==> config.mk <==
export PLATFORM = sky130hd
export DESIGN_NAME = mc_control_fsm_flat
export DESIGN_NICKNAME = d
export VERILOG_FILES = /design/src/rtl/mc_defs.sv /design/src/rtl/mc_control_fsm_if.sv /design/src/rtl/mc_decode.sv /design/src/rtl/mc_control_fsm.sv /design/src/flat_wrapper.sv
export SDC_FILE = /design/constraint.sdc
export NUM_CORES = 1
export LEC_CHECK = 0
export CAP_MARGIN = 20
export CORE_ASPECT_RATIO = 0.5
export CORE_MARGIN = 4
export CORE_UTILIZATION = 46
export CTS_BUF_LIST = sky130_fd_sc_hd__clkbuf_4 sky130_fd_sc_hd__clkbuf_8 sky130_fd_sc_hd__clkbuf_16
export CTS_CLUSTER_DIAMETER = 50
export DETAILED_ROUTE_END_ITERATION = 10
export PLACE_DENSITY = 0.81
export RECOVER_POWER = 50
export SLEW_MARGIN = 20
export SYNTH_ARGS = -nofsm -noshare
export SYNTH_HDL_FRONTEND = slang
export SYNTH_SLANG_ARGS = --single-unit
==> constraint.sdc <==
create_clock -name clk -period 3.4 [get_ports clk]
set_input_delay 1.02 -clock clk [delete_from_list [all_inputs] [get_ports clk]]
set_output_delay 1.02 -clock clk [all_outputs]
set_load 0.02 [all_outputs]
==> src/rtl/mc_defs.sv <==
// Shared definitions for the multi-cycle MIPS control unit: ALU codes,
// FSM state codes, opcode/funct values, datapath select codes and the
// instruction class captured in DECODE.
package mc_defs;

  // ALU operation codes
  localparam logic [2:0] ALU_AND  = 3'b000;
  localparam logic [2:0] ALU_OR   = 3'b001;
  localparam logic [2:0] ALU_ADD  = 3'b010;
  localparam logic [2:0] ALU_SUB  = 3'b011;
  localparam logic [2:0] ALU_XOR  = 3'b100;
  localparam logic [2:0] ALU_SLLV = 3'b101;

  // FSM state codes (11-15 are unused)
  typedef enum logic [3:0] {
    ST_FETCH    = 4'd0,
    ST_DECODE   = 4'd1,
    ST_EXEC_R   = 4'd2,
    ST_EXEC_I   = 4'd3,
    ST_MEM_ADDR = 4'd4,
    ST_MEM_RD   = 4'd5,
    ST_MEM_WR   = 4'd6,
    ST_MEM_WB   = 4'd7,
    ST_ALU_WB   = 4'd8,
    ST_BRANCH   = 4'd9,
    ST_JUMP     = 4'd10
  } state_t;

  // Primary opcodes (IR[31:26])
  localparam logic [5:0] OP_RTYPE = 6'b000000;
  localparam logic [5:0] OP_J     = 6'b000010;
  localparam logic [5:0] OP_JAL   = 6'b000011;
  localparam logic [5:0] OP_BEQ   = 6'b000100;
  localparam logic [5:0] OP_ORI   = 6'b001101;
  localparam logic [5:0] OP_LUI   = 6'b001111;
  localparam logic [5:0] OP_LW    = 6'b100011;
  localparam logic [5:0] OP_SW    = 6'b101011;

  // R-type function codes (IR[5:0])
  localparam logic [5:0] FN_SLLV = 6'b000100;
  localparam logic [5:0] FN_JR   = 6'b001000;
  localparam logic [5:0] FN_ADDU = 6'b100001;
  localparam logic [5:0] FN_SUBU = 6'b100011;
  localparam logic [5:0] FN_AND  = 6'b100100;
  localparam logic [5:0] FN_OR   = 6'b100101;
  localparam logic [5:0] FN_XOR  = 6'b100110;

  // ALU operand A select
  localparam logic [1:0] SRCA_PC   = 2'b00;
  localparam logic [1:0] SRCA_REGA = 2'b01;
  localparam logic [1:0] SRCA_C16  = 2'b10;

  // ALU operand B select
  localparam logic [1:0] SRCB_REGB   = 2'b00;
  localparam logic [1:0] SRCB_FOUR   = 2'b01;
  localparam logic [1:0] SRCB_IMM    = 2'b10;
  localparam logic [1:0] SRCB_IMM_SH = 2'b11;

  // Next-PC source select
  localparam logic [1:0] PC_ALU     = 2'b00;
  localparam logic [1:0] PC_ALUOUT  = 2'b01;
  localparam logic [1:0] PC_REGA    = 2'b10;
  localparam logic [1:0] PC_JTARGET = 2'b11;

  // Destination register select
  localparam logic [1:0] RD_RT = 2'b00;
  localparam logic [1:0] RD_RD = 2'b01;
  localparam logic [1:0] RD_RA = 2'b10;

  // Register write-back data select
  localparam logic [1:0] M2R_ALUOUT = 2'b00;
  localparam logic [1:0] M2R_MDR    = 2'b01;
  localparam logic [1:0] M2R_PC     = 2'b10;

  // Instruction class held from DECODE until the next FETCH
  typedef enum logic [3:0] {
    OC_RTYPE,
    OC_ORI,
    OC_LUI,
    OC_LW,
    OC_SW,
    OC_BEQ,
    OC_J,
    OC_JAL,
    OC_JR,
    OC_NOP
  } opclass_t;

endpackage

==> src/rtl/mc_control_fsm_if.sv <==
// Bundle between the control FSM and the shared datapath: instruction
// fields and status flags in, mux selects and write enables out.
interface mc_control_fsm_if;
  logic [5:0] opcode;
  logic [5:0] funct;
  logic       ALUzero;
  logic       imemReady;
  logic       dmemReady;
  logic [2:0] ALUctrl;
  logic [1:0] ALUSrcA;
  logic [1:0] ALUSrcB;
  logic       ExtOp;
  logic       PCwrite;
  logic [1:0] PCsrc;
  logic       IRwrite;
  logic       MemWrite;
  logic       RegWrite;
  logic [1:0] RegDst;
  logic [1:0] MemtoReg;
  logic       illegal;
  logic [3:0] state;

  // Control unit side
  modport master (
    input  opcode, funct, ALUzero, imemReady, dmemReady,
    output ALUctrl, ALUSrcA, ALUSrcB, ExtOp, PCwrite, PCsrc, IRwrite,
           MemWrite, RegWrite, RegDst, MemtoReg, illegal, state
  );

  // Datapath side
  modport slave (
    output opcode, funct, ALUzero, imemReady, dmemReady,
    input  ALUctrl, ALUSrcA, ALUSrcB, ExtOp, PCwrite, PCsrc, IRwrite,
           MemWrite, RegWrite, RegDst, MemtoReg, illegal, state
  );
endinterface

==> src/rtl/mc_decode.sv <==
// Instruction classifier: maps opcode/funct to an instruction class and
// the ALU operation an R-type instruction needs. Unknown encodings map
// to OC_NOP, which the FSM reports as illegal.
module mc_decode
  import mc_defs::*;
(
  input  logic [5:0] opcode,
  input  logic [5:0] funct,
  output opclass_t   op_class,
  output logic [2:0] alu_ctrl
);

  // Pure lookup of the instruction class and R-type ALU operation
  always_comb begin
    op_class = OC_NOP;
    alu_ctrl = ALU_ADD;
    case (opcode)
      OP_RTYPE: begin
        case (funct)
          FN_ADDU: begin op_class = OC_RTYPE; alu_ctrl = ALU_ADD;  end
          FN_SUBU: begin op_class = OC_RTYPE; alu_ctrl = ALU_SUB;  end
          FN_AND:  begin op_class = OC_RTYPE; alu_ctrl = ALU_AND;  end
          FN_OR:   begin op_class = OC_RTYPE; alu_ctrl = ALU_OR;   end
          FN_XOR:  begin op_class = OC_RTYPE; alu_ctrl = ALU_XOR;  end
          FN_SLLV: begin op_class = OC_RTYPE; alu_ctrl = ALU_SLLV; end
          FN_JR:   op_class = OC_JR;
          default: op_class = OC_NOP;
        endcase
      end
      OP_ORI:  op_class = OC_ORI;
      OP_LUI:  op_class = OC_LUI;
      OP_LW:   op_class = OC_LW;
      OP_SW:   op_class = OC_SW;
      OP_BEQ:  op_class = OC_BEQ;
      OP_J:    op_class = OC_J;
      OP_JAL:  op_class = OC_JAL;
      default: op_class = OC_NOP;
    endcase
  end

endmodule

==> src/rtl/mc_control_fsm.sv <==
// Multi-cycle MIPS control unit. Walks each instruction through
// FETCH/DECODE/EXEC/MEM/WB, holding in FETCH and the memory states until
// the matching ready flag arrives. Outputs are Moore-style, decoded from
// the state and the instruction class latched in DECODE; only the branch
// PC write looks at ALUzero directly.
module mc_control_fsm
  import mc_defs::*;
#(
  parameter logic [3:0] RESET_STATE = 4'd0,
  parameter logic [1:0] JAL_REG     = RD_RA
) (
  input  logic           clk,
  input  logic           reset,
  mc_control_fsm_if.master bus
);

  state_t     state_q, state_d;
  opclass_t   op_class_q, dec_class;
  logic [2:0] r_alu_q, dec_alu;

  logic [2:0] alu_ctrl;
  logic [1:0] src_a, src_b, pc_src, reg_dst, mem_to_reg;
  logic       ext_op, pc_write, ir_write, mem_write, reg_write, illegal;

  mc_decode u_decode (
    .opcode   (bus.opcode),
    .funct    (bus.funct),
    .op_class (dec_class),
    .alu_ctrl (dec_alu)
  );

  // State register; the instruction class and R-type ALU op are captured in DECODE
  always_ff @(posedge clk) begin
    if (reset) begin
      state_q    <= state_t'(RESET_STATE);
      op_class_q <= OC_NOP;
      r_alu_q    <= ALU_ADD;
    end else begin
      state_q <= state_d;
      if (state_q == ST_DECODE) begin
        op_class_q <= dec_class;
        r_alu_q    <= dec_alu;
      end
    end
  end

  // Next-state and output decode; reset overrides every write enable
  always_comb begin
    state_d    = ST_FETCH;
    alu_ctrl   = ALU_AND;
    src_a      = SRCA_PC;
    src_b      = SRCB_REGB;
    ext_op     = 1'b0;
    pc_write   = 1'b0;
    pc_src     = PC_ALU;
    ir_write   = 1'b0;
    mem_write  = 1'b0;
    reg_write  = 1'b0;
    reg_dst    = RD_RT;
    mem_to_reg = M2R_ALUOUT;
    illegal    = 1'b0;
    case (state_q)
      ST_FETCH: begin
        src_a    = SRCA_PC;
        src_b    = SRCB_FOUR;
        alu_ctrl = ALU_ADD;
        pc_src   = PC_ALU;
        ir_write = bus.imemReady;
        pc_write = bus.imemReady;
        state_d  = bus.imemReady ? ST_DECODE : ST_FETCH;
      end
      ST_DECODE: begin
        src_a    = SRCA_PC;
        src_b    = SRCB_IMM_SH;
        ext_op   = 1'b1;
        alu_ctrl = ALU_ADD;
        case (dec_class)
          OC_RTYPE:           state_d = ST_EXEC_R;
          OC_J, OC_JAL, OC_JR: state_d = ST_JUMP;
          OC_ORI, OC_LUI:     state_d = ST_EXEC_I;
          OC_LW, OC_SW:       state_d = ST_MEM_ADDR;
          OC_BEQ:             state_d = ST_BRANCH;
          default: begin
            illegal = 1'b1;
            state_d = ST_FETCH;
          end
        endcase
      end
      ST_EXEC_R: begin
        src_a    = SRCA_REGA;
        src_b    = SRCB_REGB;
        alu_ctrl = r_alu_q;
        state_d  = ST_ALU_WB;
      end
      ST_EXEC_I: begin
        src_b  = SRCB_IMM;
        ext_op = 1'b0;
        if (op_class_q == OC_LUI) begin
          src_a    = SRCA_C16;
          alu_ctrl = ALU_SLLV;
        end else begin
          src_a    = SRCA_REGA;
          alu_ctrl = ALU_OR;
        end
        state_d = ST_ALU_WB;
      end
      ST_ALU_WB: begin
        reg_write  = 1'b1;
        mem_to_reg = M2R_ALUOUT;
        reg_dst    = (op_class_q == OC_RTYPE) ? RD_RD : RD_RT;
        state_d    = ST_FETCH;
      end
      ST_MEM_ADDR: begin
        src_a    = SRCA_REGA;
        src_b    = SRCB_IMM;
        ext_op   = 1'b1;
        alu_ctrl = ALU_ADD;
        state_d  = (op_class_q == OC_LW) ? ST_MEM_RD : ST_MEM_WR;
      end
      ST_MEM_RD: begin
        state_d = bus.dmemReady ? ST_MEM_WB : ST_MEM_RD;
      end
      ST_MEM_WR: begin
        mem_write = 1'b1;
        state_d   = bus.dmemReady ? ST_FETCH : ST_MEM_WR;
      end
      ST_MEM_WB: begin
        reg_write  = 1'b1;
        reg_dst    = RD_RT;
        mem_to_reg = M2R_MDR;
        state_d    = ST_FETCH;
      end
      ST_BRANCH: begin
        src_a    = SRCA_REGA;
        src_b    = SRCB_REGB;
        alu_ctrl = ALU_SUB;
        pc_src   = PC_ALUOUT;
        pc_write = bus.ALUzero;
        state_d  = ST_FETCH;
      end
      ST_JUMP: begin
        pc_write = 1'b1;
        case (op_class_q)
          OC_J: pc_src = PC_JTARGET;
          OC_JAL: begin
            pc_src     = PC_JTARGET;
            reg_write  = 1'b1;
            reg_dst    = JAL_REG;
            mem_to_reg = M2R_PC;
          end
          default: pc_src = PC_REGA;
        endcase
        state_d = ST_FETCH;
      end
      default: state_d = ST_FETCH;
    endcase
    if (reset) begin
      pc_write  = 1'b0;
      ir_write  = 1'b0;
      mem_write = 1'b0;
      reg_write = 1'b0;
      illegal   = 1'b0;
    end
  end

  assign bus.ALUctrl  = alu_ctrl;
  assign bus.ALUSrcA  = src_a;
  assign bus.ALUSrcB  = src_b;
  assign bus.ExtOp    = ext_op;
  assign bus.PCwrite  = pc_write;
  assign bus.PCsrc    = pc_src;
  assign bus.IRwrite  = ir_write;
  assign bus.MemWrite = mem_write;
  assign bus.RegWrite = reg_write;
  assign bus.RegDst   = reg_dst;
  assign bus.MemtoReg = mem_to_reg;
  assign bus.illegal  = illegal;
  assign bus.state    = state_q;

endmodule

==> src/flat_wrapper.sv <==
// flat-port wrapper written by rule: the top's interface ports become plain ports
module mc_control_fsm_flat import mc_defs::*;
#(
  parameter logic [3:0] RESET_STATE = 4'd0,
  parameter logic [1:0] JAL_REG     = RD_RA
)
  (clk, reset, bus_opcode, bus_funct, bus_ALUzero, bus_imemReady, bus_dmemReady, bus_ALUctrl, bus_ALUSrcA, bus_ALUSrcB, bus_ExtOp, bus_PCwrite, bus_PCsrc, bus_IRwrite, bus_MemWrite, bus_RegWrite, bus_RegDst, bus_MemtoReg, bus_illegal, bus_state);
  mc_control_fsm_if bus_i ();
  input  logic clk;
  input  logic reset;
  input wire logic [$bits(bus_i.opcode)-1:0] bus_opcode;
  input wire logic [$bits(bus_i.funct)-1:0] bus_funct;
  input wire logic [$bits(bus_i.ALUzero)-1:0] bus_ALUzero;
  input wire logic [$bits(bus_i.imemReady)-1:0] bus_imemReady;
  input wire logic [$bits(bus_i.dmemReady)-1:0] bus_dmemReady;
  output wire logic [$bits(bus_i.ALUctrl)-1:0] bus_ALUctrl;
  output wire logic [$bits(bus_i.ALUSrcA)-1:0] bus_ALUSrcA;
  output wire logic [$bits(bus_i.ALUSrcB)-1:0] bus_ALUSrcB;
  output wire logic [$bits(bus_i.ExtOp)-1:0] bus_ExtOp;
  output wire logic [$bits(bus_i.PCwrite)-1:0] bus_PCwrite;
  output wire logic [$bits(bus_i.PCsrc)-1:0] bus_PCsrc;
  output wire logic [$bits(bus_i.IRwrite)-1:0] bus_IRwrite;
  output wire logic [$bits(bus_i.MemWrite)-1:0] bus_MemWrite;
  output wire logic [$bits(bus_i.RegWrite)-1:0] bus_RegWrite;
  output wire logic [$bits(bus_i.RegDst)-1:0] bus_RegDst;
  output wire logic [$bits(bus_i.MemtoReg)-1:0] bus_MemtoReg;
  output wire logic [$bits(bus_i.illegal)-1:0] bus_illegal;
  output wire logic [$bits(bus_i.state)-1:0] bus_state;
  assign bus_i.opcode = bus_opcode;
  assign bus_i.funct = bus_funct;
  assign bus_i.ALUzero = bus_ALUzero;
  assign bus_i.imemReady = bus_imemReady;
  assign bus_i.dmemReady = bus_dmemReady;
  assign bus_ALUctrl = bus_i.ALUctrl;
  assign bus_ALUSrcA = bus_i.ALUSrcA;
  assign bus_ALUSrcB = bus_i.ALUSrcB;
  assign bus_ExtOp = bus_i.ExtOp;
  assign bus_PCwrite = bus_i.PCwrite;
  assign bus_PCsrc = bus_i.PCsrc;
  assign bus_IRwrite = bus_i.IRwrite;
  assign bus_MemWrite = bus_i.MemWrite;
  assign bus_RegWrite = bus_i.RegWrite;
  assign bus_RegDst = bus_i.RegDst;
  assign bus_MemtoReg = bus_i.MemtoReg;
  assign bus_illegal = bus_i.illegal;
  assign bus_state = bus_i.state;
  mc_control_fsm #(.RESET_STATE(RESET_STATE), .JAL_REG(JAL_REG)) u_core (.clk(clk), .reset(reset), .bus(bus_i));
endmodule
== Yosys cells after proc, flatten, opt, wreduce, memory -nomap -nowiden ==
Cells that the tools add are included.
W data, S select, Z words.
Word-level totals
  logic and storage cells: 89
  flip-flop bits (word level): 11
  output and inout port bits: 23
Operators by class
  equality and inequality tests: 36
  muxes and demuxes: 34
  reductions and logical operators: 16
Operators by type and width (count)
  $eq A6 B6 Y1 const B: 7
  $eq A4 B3 Y1 const B: 10
  $pmux W4 S8: 1
  $eq A4 B2 Y1 const B: 6
  $pmux W4 S6: 1
  $pmux W4 S5: 1
  $eq A6 B4 Y1 const B: 3
  $eq A4 B4 Y1 const B: 4
  $pmux W2 S2: 4
  $pmux W3 S5: 1
  $mux W1: 14
  $reduce_or A2 Y1: 7
  $eq A6 B2 Y1 const B: 2
  $eq A6 B3 Y1 const B: 2
  $logic_not A4 Y1: 3
  $pmux W3 S4: 1
  $mux W3: 3
  $reduce_or A3 Y1: 3
  $reduce_or A9 Y1: 1
  $eq A4 B1 Y1 const B: 2
  $mux W2: 4
  $pmux W4 S2: 1
  $logic_not A6 Y1: 1
  $pmux W2 S3: 1
  3 further kinds: 3

== Longest topological paths before layout ==
Gate-level depths: netlist of run 1.
  depth in word-level cells: 9
  depth in mapped cells: 7
  mapped depth without buffers: 5

== Hierarchy ==
A second synthesis of run 1 with hierarchy kept.
Unflattened totals
  cells, all modules: 172
  area total of the unflattened synthesis: 1238.7 um^2
By module, submodules not included
  mc_control_fsm: seq. area each 220.2 um^2, area an instance 858.3 um^2, cells an instance 122, times used 1
  mc_decode: seq. area each 0.0 um^2, area an instance 380.4 um^2, cells an instance 50, times used 1

== Worst setup path before layout of run 1 ==
OpenSTA, ideal clock, no wires.
  path kind: input to output
  start: in bus_opcode[0]
  end: out bus_illegal
  stages on the path: 6
  arrival time: 2527 ps
  slack: -147 ps
  path buffers: 1
  data required time: 2380 ps
  path through: buf_6 > nor4_2 > o211ai_1 > a211oi_4 > nor3_2 > a2111oi_2
Between the ends
  longest elaborated chain between the ends: 7
Ends and longest elaborated chain
  from (decl): RTL line flat_wrapper.sv:11  | input wire logic [$bits(bus_i.opcode)-1:0] bus_opcode;
  $eq A6 B2 Y1 (tied with other cells): RTL line mc_decode.sv:17  | case (opcode)
  $pmux W4 S8 *: RTL line mc_decode.sv:17
  $eq A4 B3 Y1 (tied with other cells): RTL line mc_control_fsm.sv:77  | case (dec_class)
  $reduce_or A9 Y1 (no source line) *
  $mux W1 *: RTL line mc_control_fsm.sv:77
  $mux W1 *: RTL line mc_control_fsm.sv:62  | case (state_q)
  $mux W1 *: RTL line mc_control_fsm.sv:157  | if (reset) begin
  to (decl): RTL line flat_wrapper.sv:27  | output wire logic [$bits(bus_i.illegal)-1:0] bus_illegal;
Every way passes the cells marked *; elsewhere a longest branch is shown, timed or not.

== Final worst setup path of run 1 ==
  start: in bus_opcode[2]
  end: out bus_illegal
Same word-level chain as after synthesis.

==> results of run 1 <==
-- final cells by class --
class | count | area (um^2) | area share, %
multi-input combinational | 145 | 1000 | 48.4
sequential | 11 | 220 | 10.6
inverter | 1 | 3.75 | 0.181
clock buffer | 4 | 48.8 | 2.36
timing repair buffer | 89 | 752 | 36.3
tap | 35 | 43.8 | 2.11
-- layout by cell type (no fill, tap or decap), types with 2 or more instances in the layout --
cell and n:
buf_4 49, nor2_1 26, clkdlybuf4s50_1 23, a21oi_1 16, nand2_1 11, dfxtp_1 11, o21ai_0 8, nor3_1 7
nor2b_1 6, and2_1 4, nand3_1 4, a31oi_1 4, nand2b_1 3, nor2b_4 3, a211o_1 3, clkbuf_8 3
clkbuf_2 3, buf_6 3, dlygate4sd2_1 3, clkdlybuf4s15_1 3, nand3b_1 2, a22oi_1 2, and3_1 2, nor2_2 2
o211ai_1 2, a21o_1 2, nor3_4 2, xnor2_1 2, nor4_1 2, dlymetal6s2s_1 2
-- worst min-delay path: cells and delay by family (launching register included) --
family | cells | cell delay (ns)
flip-flops | 1 | 0.33
AO/OA/AOI/OAI | 1 | 0.07
AND/OR/NAND/NOR | 1 | 0.08
-- how the worst max path moves through the flow --
| stage | from | to | slack [ns] | cells past startpoint |
|---|---|---|---|---|
| 2_1_floorplan | bus_opcode[0] | bus_illegal | 0.07 | 6 |
| 3_3_place_gp | bus_opcode[5] | bus_illegal | -0.86 | 8 |
| 3_5_place_dp | bus_opcode[5] | bus_illegal | -0.96 | 8 |
| 4_1_cts | bus_funct[0] | bus_illegal | -0.20 | 7 |
| 5_1_grt | bus_opcode[2] | bus_illegal | -0.29 | 8 |
| 6_report | bus_opcode[2] | bus_illegal | -0.22 | 8 |
-- per-layer routing --
| metal | wire length (um) | vias up | track usage [%] |
|---|---|---|---|
| met1 | 2190 | 820 | 31.2 |
| met5 | 0 | - | 0 |
| li1 | - | 789 | - |
| met2 | 2510 | 172 | 42.6 |
| met3 | 622 | 53 | 3.66 |
| met4 | 370 | 0 | 11.8 |
-- power by group through the flow --
stage          clock, mW  combinational [mW]  sequential, mW
2_1_floorplan          0              0.0717           0.138
3_3_place_gp           0               0.141           0.138
3_5_place_dp           0               0.144           0.139
4_1_cts            0.138               0.150           0.136
5_1_grt            0.149               0.183           0.137
6_report           0.144               0.173           0.136
-- sequential cells by signal, indices dropped and copies added, names as in the netlist --
name and flops:
u_core.bus.state 4, u_core.r_alu_q 3, u_core.op_class_q 4
-- Yosys cell counts, types with 3 or more instances --
cell type / count
nor2_1: 29
a21oi_1: 17
dfxtp_1: 11
nand2_1: 11
clkbuf_1: 9
nor2b_1: 9
nor3_1: 8
o21ai_0: 8
a31oi_1: 4
and2_1: 4
nand3_1: 4
a211o_1: 3
buf_2: 3
nand2b_1: 3
-- stage by stage --
stage	setup TNS, ns	instance area, um^2
after floorplan	0	1210
after global placement	-1.38	1850
after detailed placement	-1.52	1850
after CTS	-0.200	2000
after global routing	-0.286	2070
final	-0.219	2070
-- cells by family after synthesis --
kind of cell,count (synthesis)
AO/OA/AOI/OAI,53
XOR/XNOR,3
buffers and inverters,16
flip-flops,11
multiplexers,1
AND/OR/NAND/NOR,88
-- repair_timing --
action | CTS | global route
buffers inserted | 10 | 3
pin swaps | 8 | 9
gates resized for setup | 35 | 36
hold buffers | 0 | 0
endpoints found under the setup margin | 5 | 2
==> results.cfg, run 1 <==
[outcome]
status = finished, violations left
failed_checks = negative setup slack

[clock_network]
clkTransAtPathRegs_ns = 0.05
htree_num_levels = 1
clock_latency_ns = 0.24
cts_tree = yes
cts_buffers = 3
cts_root_buf = clkbuf_8
clock_path_buffers = 2
clock-sinks = 11

[route]
via_count = 1834
wl_per_cell_um = 20.0
drtAntennaViolNets = 0
drt_iter0_markers = 203
drt_pre_antenna_iters = 5
totalWireLength_um = 5690
vias_per_cell = 6.44
drc = 0

[floorplanning]
fp.coreArea_um2 = 2340
dieArea_um2 = 3520
dieWidth_um = 80.0
ios = 40
start_util_pct = 51.0
rows = 12
die_h_um = 44.0

[setup_path]
crit_buf_inv = 3
crit_top_cell = buf_4
reg2reg_to = u_core.r_alu_q[1]
r2r_slack_ns = 1.50
crit_path_max_incr_delay_ns = 0.34
worst_path_max_delay_cell = a2111oi_4
crit_path_cell_trace = clkbuf_2, buf_4, xor2_1, a32oi_2, a211o_1, nor3_4, a2111oi_4, buf_4
ff2ff_path_depth = 6
crit_path_max_fanout = 6
crit_required_ns = 2.38
endpoint_kind = output port
crit_arrival_ns = 2.60
critPathKind = in2out
timing.rr.start = u_core.bus.state[3]
startpoint_type = input pin
critical-path-top-delay-family = compound AO/OA/AOI/OAI gates

[sta]
whs_ns = 0.525
fin_worst_skew_ns = 0.00346
rsz0062_at_grt = yes
fin_crit_ns = 3.62
tightest_slew_ns = 0.542
drv_slew = 0
min_period_over_period_pct = 106
worst_slack_ns = -0.219
setup_violations = 1
hold_violations = 0
relSlewSlack_pct = 63.8
clock.fmax_mhz = 276

[cells_and_area]
final_cells = 285
nets = 268
nFillCells = 130
drive_above_1_share_pct = 33.6
utilization_pct = 88.4
antennaDiodeCount = 0
synthToLayoutAreaGrowth_pct = 73.5

[placement]
hpwl_um = 3000
dp_cells = 269
numPortBuffers = 39
place_ws_ns = -0.955
gp_congestion = 0.852

[synth]
synth.cell_area_um2 = 1190
synth-simple-area-share_pct = 40.6
ys_ff_latch = 11
seq_area_frac_synth_pct = 18.4
synth_top_family_by_area = simple AND/OR/NAND/NOR gates
synthAdderAreaFrac_pct = 0
synth_area_leaders = dfxtp_1 18%, nor2_1 9.1%, a21oi_1 7.1%
synth_xor_xnor_area_share_pct = 2.20
synth_edf_count = 0
synth-compound-area-share_pct = 31.0
synth_top_cell_area_share_pct = 18.4
avgSynthCellArea_um2 = 6.94
synthCells = 172
synthArstFlopShare_pct = 0
synth_top_area_cell = dfxtp_1
synth_fp_nets = 189
synthDistinctLibCells = 55
synthMuxAreaShare_pct = 0.839
yosysWarnings = 0
synth_top_flop_cell = dfxtp_1

[global_routing]
grt_max_degree = 17
track_usage_pct = 24.8
grt_pass1_wl_um = 6980
overflow = 0
grt_pass1_vias = 1511
grt_antenna_before_repair = 0

[power]
p_per_area_nw_per_um2 = 219
power.total_mw = 0.454
pwr-share-seq_pct = 30.0
p_int_mw = 0.305
power.switching_mw = 0.149
p_comb_share_pct = 38.2
p_sw_share_pct = 32.8
clockPowerShare_pct = 31.8
ir_worst_vdd_uv = 129
p_leak_nw = 0.852

[worst_hold_path]
hold_class = reg2reg
holdPathEnd = u_core.r_alu_q[0]
hold_start = u_core.r_alu_q[0]
whs_path_depth = 2

[flow_run]
cap_violations = 0
Power figures use the tool's default switching activity.
==> run 2, diff against run 1 <==
- RECOVER_POWER: 50 -> unset
==> run 2 against run 1 <==
Against the previous run: the flow still finishes with violations (negative setup slack); via count rose by 1.5%; final area is 0.18% higher; non-clock buffer count unchanged; clock-buffer cell count unchanged; sequential power barely moved; first-iteration DRC count up 9.4%; utilization rose by 0.16 points; combinational power is essentially flat; fmax down 0.64%; critical path depth unchanged; total power barely moved; worst hold slack worse by 0.0043 ns; critical endpoint unchanged.
==> results.cfg, run 2 (same netlist as run 1, synthesis figures left out) <==
[cells_and_area]
synthToLayoutAreaGrowth_pct = 73.8
final_common_cell = buf_4
nets = 268
antennaDiodeCount = 0
drive_above_1_share_pct = 34.0
final_cells = 285
mostFrequentLayoutCells = 50 x buf_4, 26 x nor2_1, 23 x clkdlybuf4s50_1, 16 x a21oi_1

[route]
via_count = 1862
vias_per_cell = 6.53
drt_iter0_markers = 222
totalWireLength_um = 5710
wl_per_cell_um = 20.0
drtAntennaViolNets = 0
drt_pre_antenna_iters = 6
drc = 0

[outcome]
failed_checks = negative setup slack
status = finished, violations left

[clock_network]
cts_tree = yes
clock_latency_ns = 0.24
htree_num_levels = 1
cts_root_buf = clkbuf_8
clock_path_buffers = 2
clock-sinks = 11
cts_hold_buffers = 0
cts_buffers = 3
clkTransAtPathRegs_ns = 0.05

[floorplanning]
dieArea_um2 = 3520
die_h_um = 44.0
fp.coreArea_um2 = 2340
dieWidth_um = 80.0
rows = 12
ios = 40
start_util_pct = 51.0

[sta]
fin_worst_skew_ns = 0.00317
rsz0062_at_grt = yes
tightest_slew_ns = 0.556
relSlewSlack_pct = 62.9
drv_slew = 0
worst_slack_ns = -0.242
clock.fmax_mhz = 275
min_period_over_period_pct = 107
fin_crit_ns = 3.64
hold_violations = 0
setup_violations = 1
whs_ns = 0.521

[global_routing]
overflow = 0
grt_max_degree = 17
grt_pass1_wl_um = 6980
grt_antenna_before_repair = 0
track_usage_pct = 24.8
grt_pass1_vias = 1511

[worst_hold_path]
holdPathEnd = u_core.r_alu_q[0]
hold_start = u_core.r_alu_q[0]
whs_path_depth = 2
hold_class = reg2reg

[placement]
gp_congestion = 0.852
hpwl_um = 3000
numPortBuffers = 39
place_ws_ns = -0.955
dp_cells = 269

[setup_path]
crit_required_ns = 2.38
worst_path_max_delay_cell = a2111oi_4
reg2reg_to = u_core.r_alu_q[1]
critPathKind = in2out
crit_top_cell = buf_4
ff2ff_path_depth = 6
crit_path_max_incr_delay_ns = 0.34
endpoint_kind = output port
r2r_slack_ns = 1.48
crit_arrival_ns = 2.62
crit_path_cell_trace = clkbuf_2, buf_4, xor2_1, a32oi_2, a211o_1, nor3_4, a2111oi_4, buf_4
startpoint_type = input pin
crit_path_max_fanout = 6
timing.rr.start = u_core.bus.state[3]

[power]
p_per_area_nw_per_um2 = 219
p_leak_nw = 0.855
power.total_mw = 0.454
p_int_mw = 0.306
ir_worst_vdd_uv = 128
power.switching_mw = 0.149
clockPowerShare_pct = 31.6
p_sw_share_pct = 32.7
p_comb_share_pct = 38.4
pwr-share-seq_pct = 30.0

[flow_run]
cap_violations = 0
-- run 2: area by class of cell --
cell class              instances  area [um^2]
flip-flops and latches         11          220
multi-input cells             145         1000
fillers                       128          268
clock buffers                   4         48.8
well taps                      35         43.8
inverters                       1         3.75
repair buffers                 89          756
-- run 2: how the worst max path moves through the flow --
stage	slack, ns	start	end	cells after the start
6_report	-0.24	bus_opcode[2]	bus_illegal	8
5_1_grt	-0.29	bus_opcode[2]	bus_illegal	8
4_1_cts	-0.20	bus_funct[0]	bus_illegal	7
3_5_place_dp	-0.96	bus_opcode[5]	bus_illegal	8
3_3_place_gp	-0.86	bus_opcode[5]	bus_illegal	8
2_1_floorplan	0.07	bus_opcode[0]	bus_illegal	6
-- run 2: repair_timing --
action                     4_1_cts  5_1_grt
pin swaps                        8        9
gates cloned                     0        0
gates resized for setup         35       36
buffers inserted                10        3
setup endpoints to repair        5        2
-- run 2: per-stage QoR --
| step | setup TNS (ns) | utilization [%] | instance area, um^2 |
|---|---|---|---|
| floorplan | 0 | - | 1210 |
| global placement | -1.38 | 78.8 | 1850 |
| detailed placement | -1.52 | 78.8 | 1850 |
| CTS | -0.200 | 85.5 | 2000 |
| global route | -0.286 | 88.6 | 2070 |
| finish | -0.242 | 88.6 | 2070 |
-- run 2: critical path, delay by kind of cell --
family / cells / cell delay (ns)
buffers and inverters: 3 / 0.55
and+or+nand+nor: 1 / 0.06
AOI/OAI and AO/OA: 3 / 0.82
xor gates and xnor gates: 1 / 0.17
-- run 2: metal layers --
metal	up-vias	wire length (um)	global-route usage, %
met3	57	741	3.66
li1	791	-	-
met5	-	0	0
met1	817	2090	31.2
met4	0	405	11.8
met2	197	2480	42.6
-- run 2: power by group through the flow --
| stage | sequential, mW | clock, mW | combinational [mW] |
|---|---|---|---|
| floorplan | 0.138 | 0 | 0.0717 |
| global placement | 0.138 | 0 | 0.141 |
| detailed placement | 0.139 | 0 | 0.144 |
| CTS | 0.136 | 0.138 | 0.150 |
| global route | 0.137 | 0.149 | 0.183 |
| finish | 0.136 | 0.143 | 0.174 |
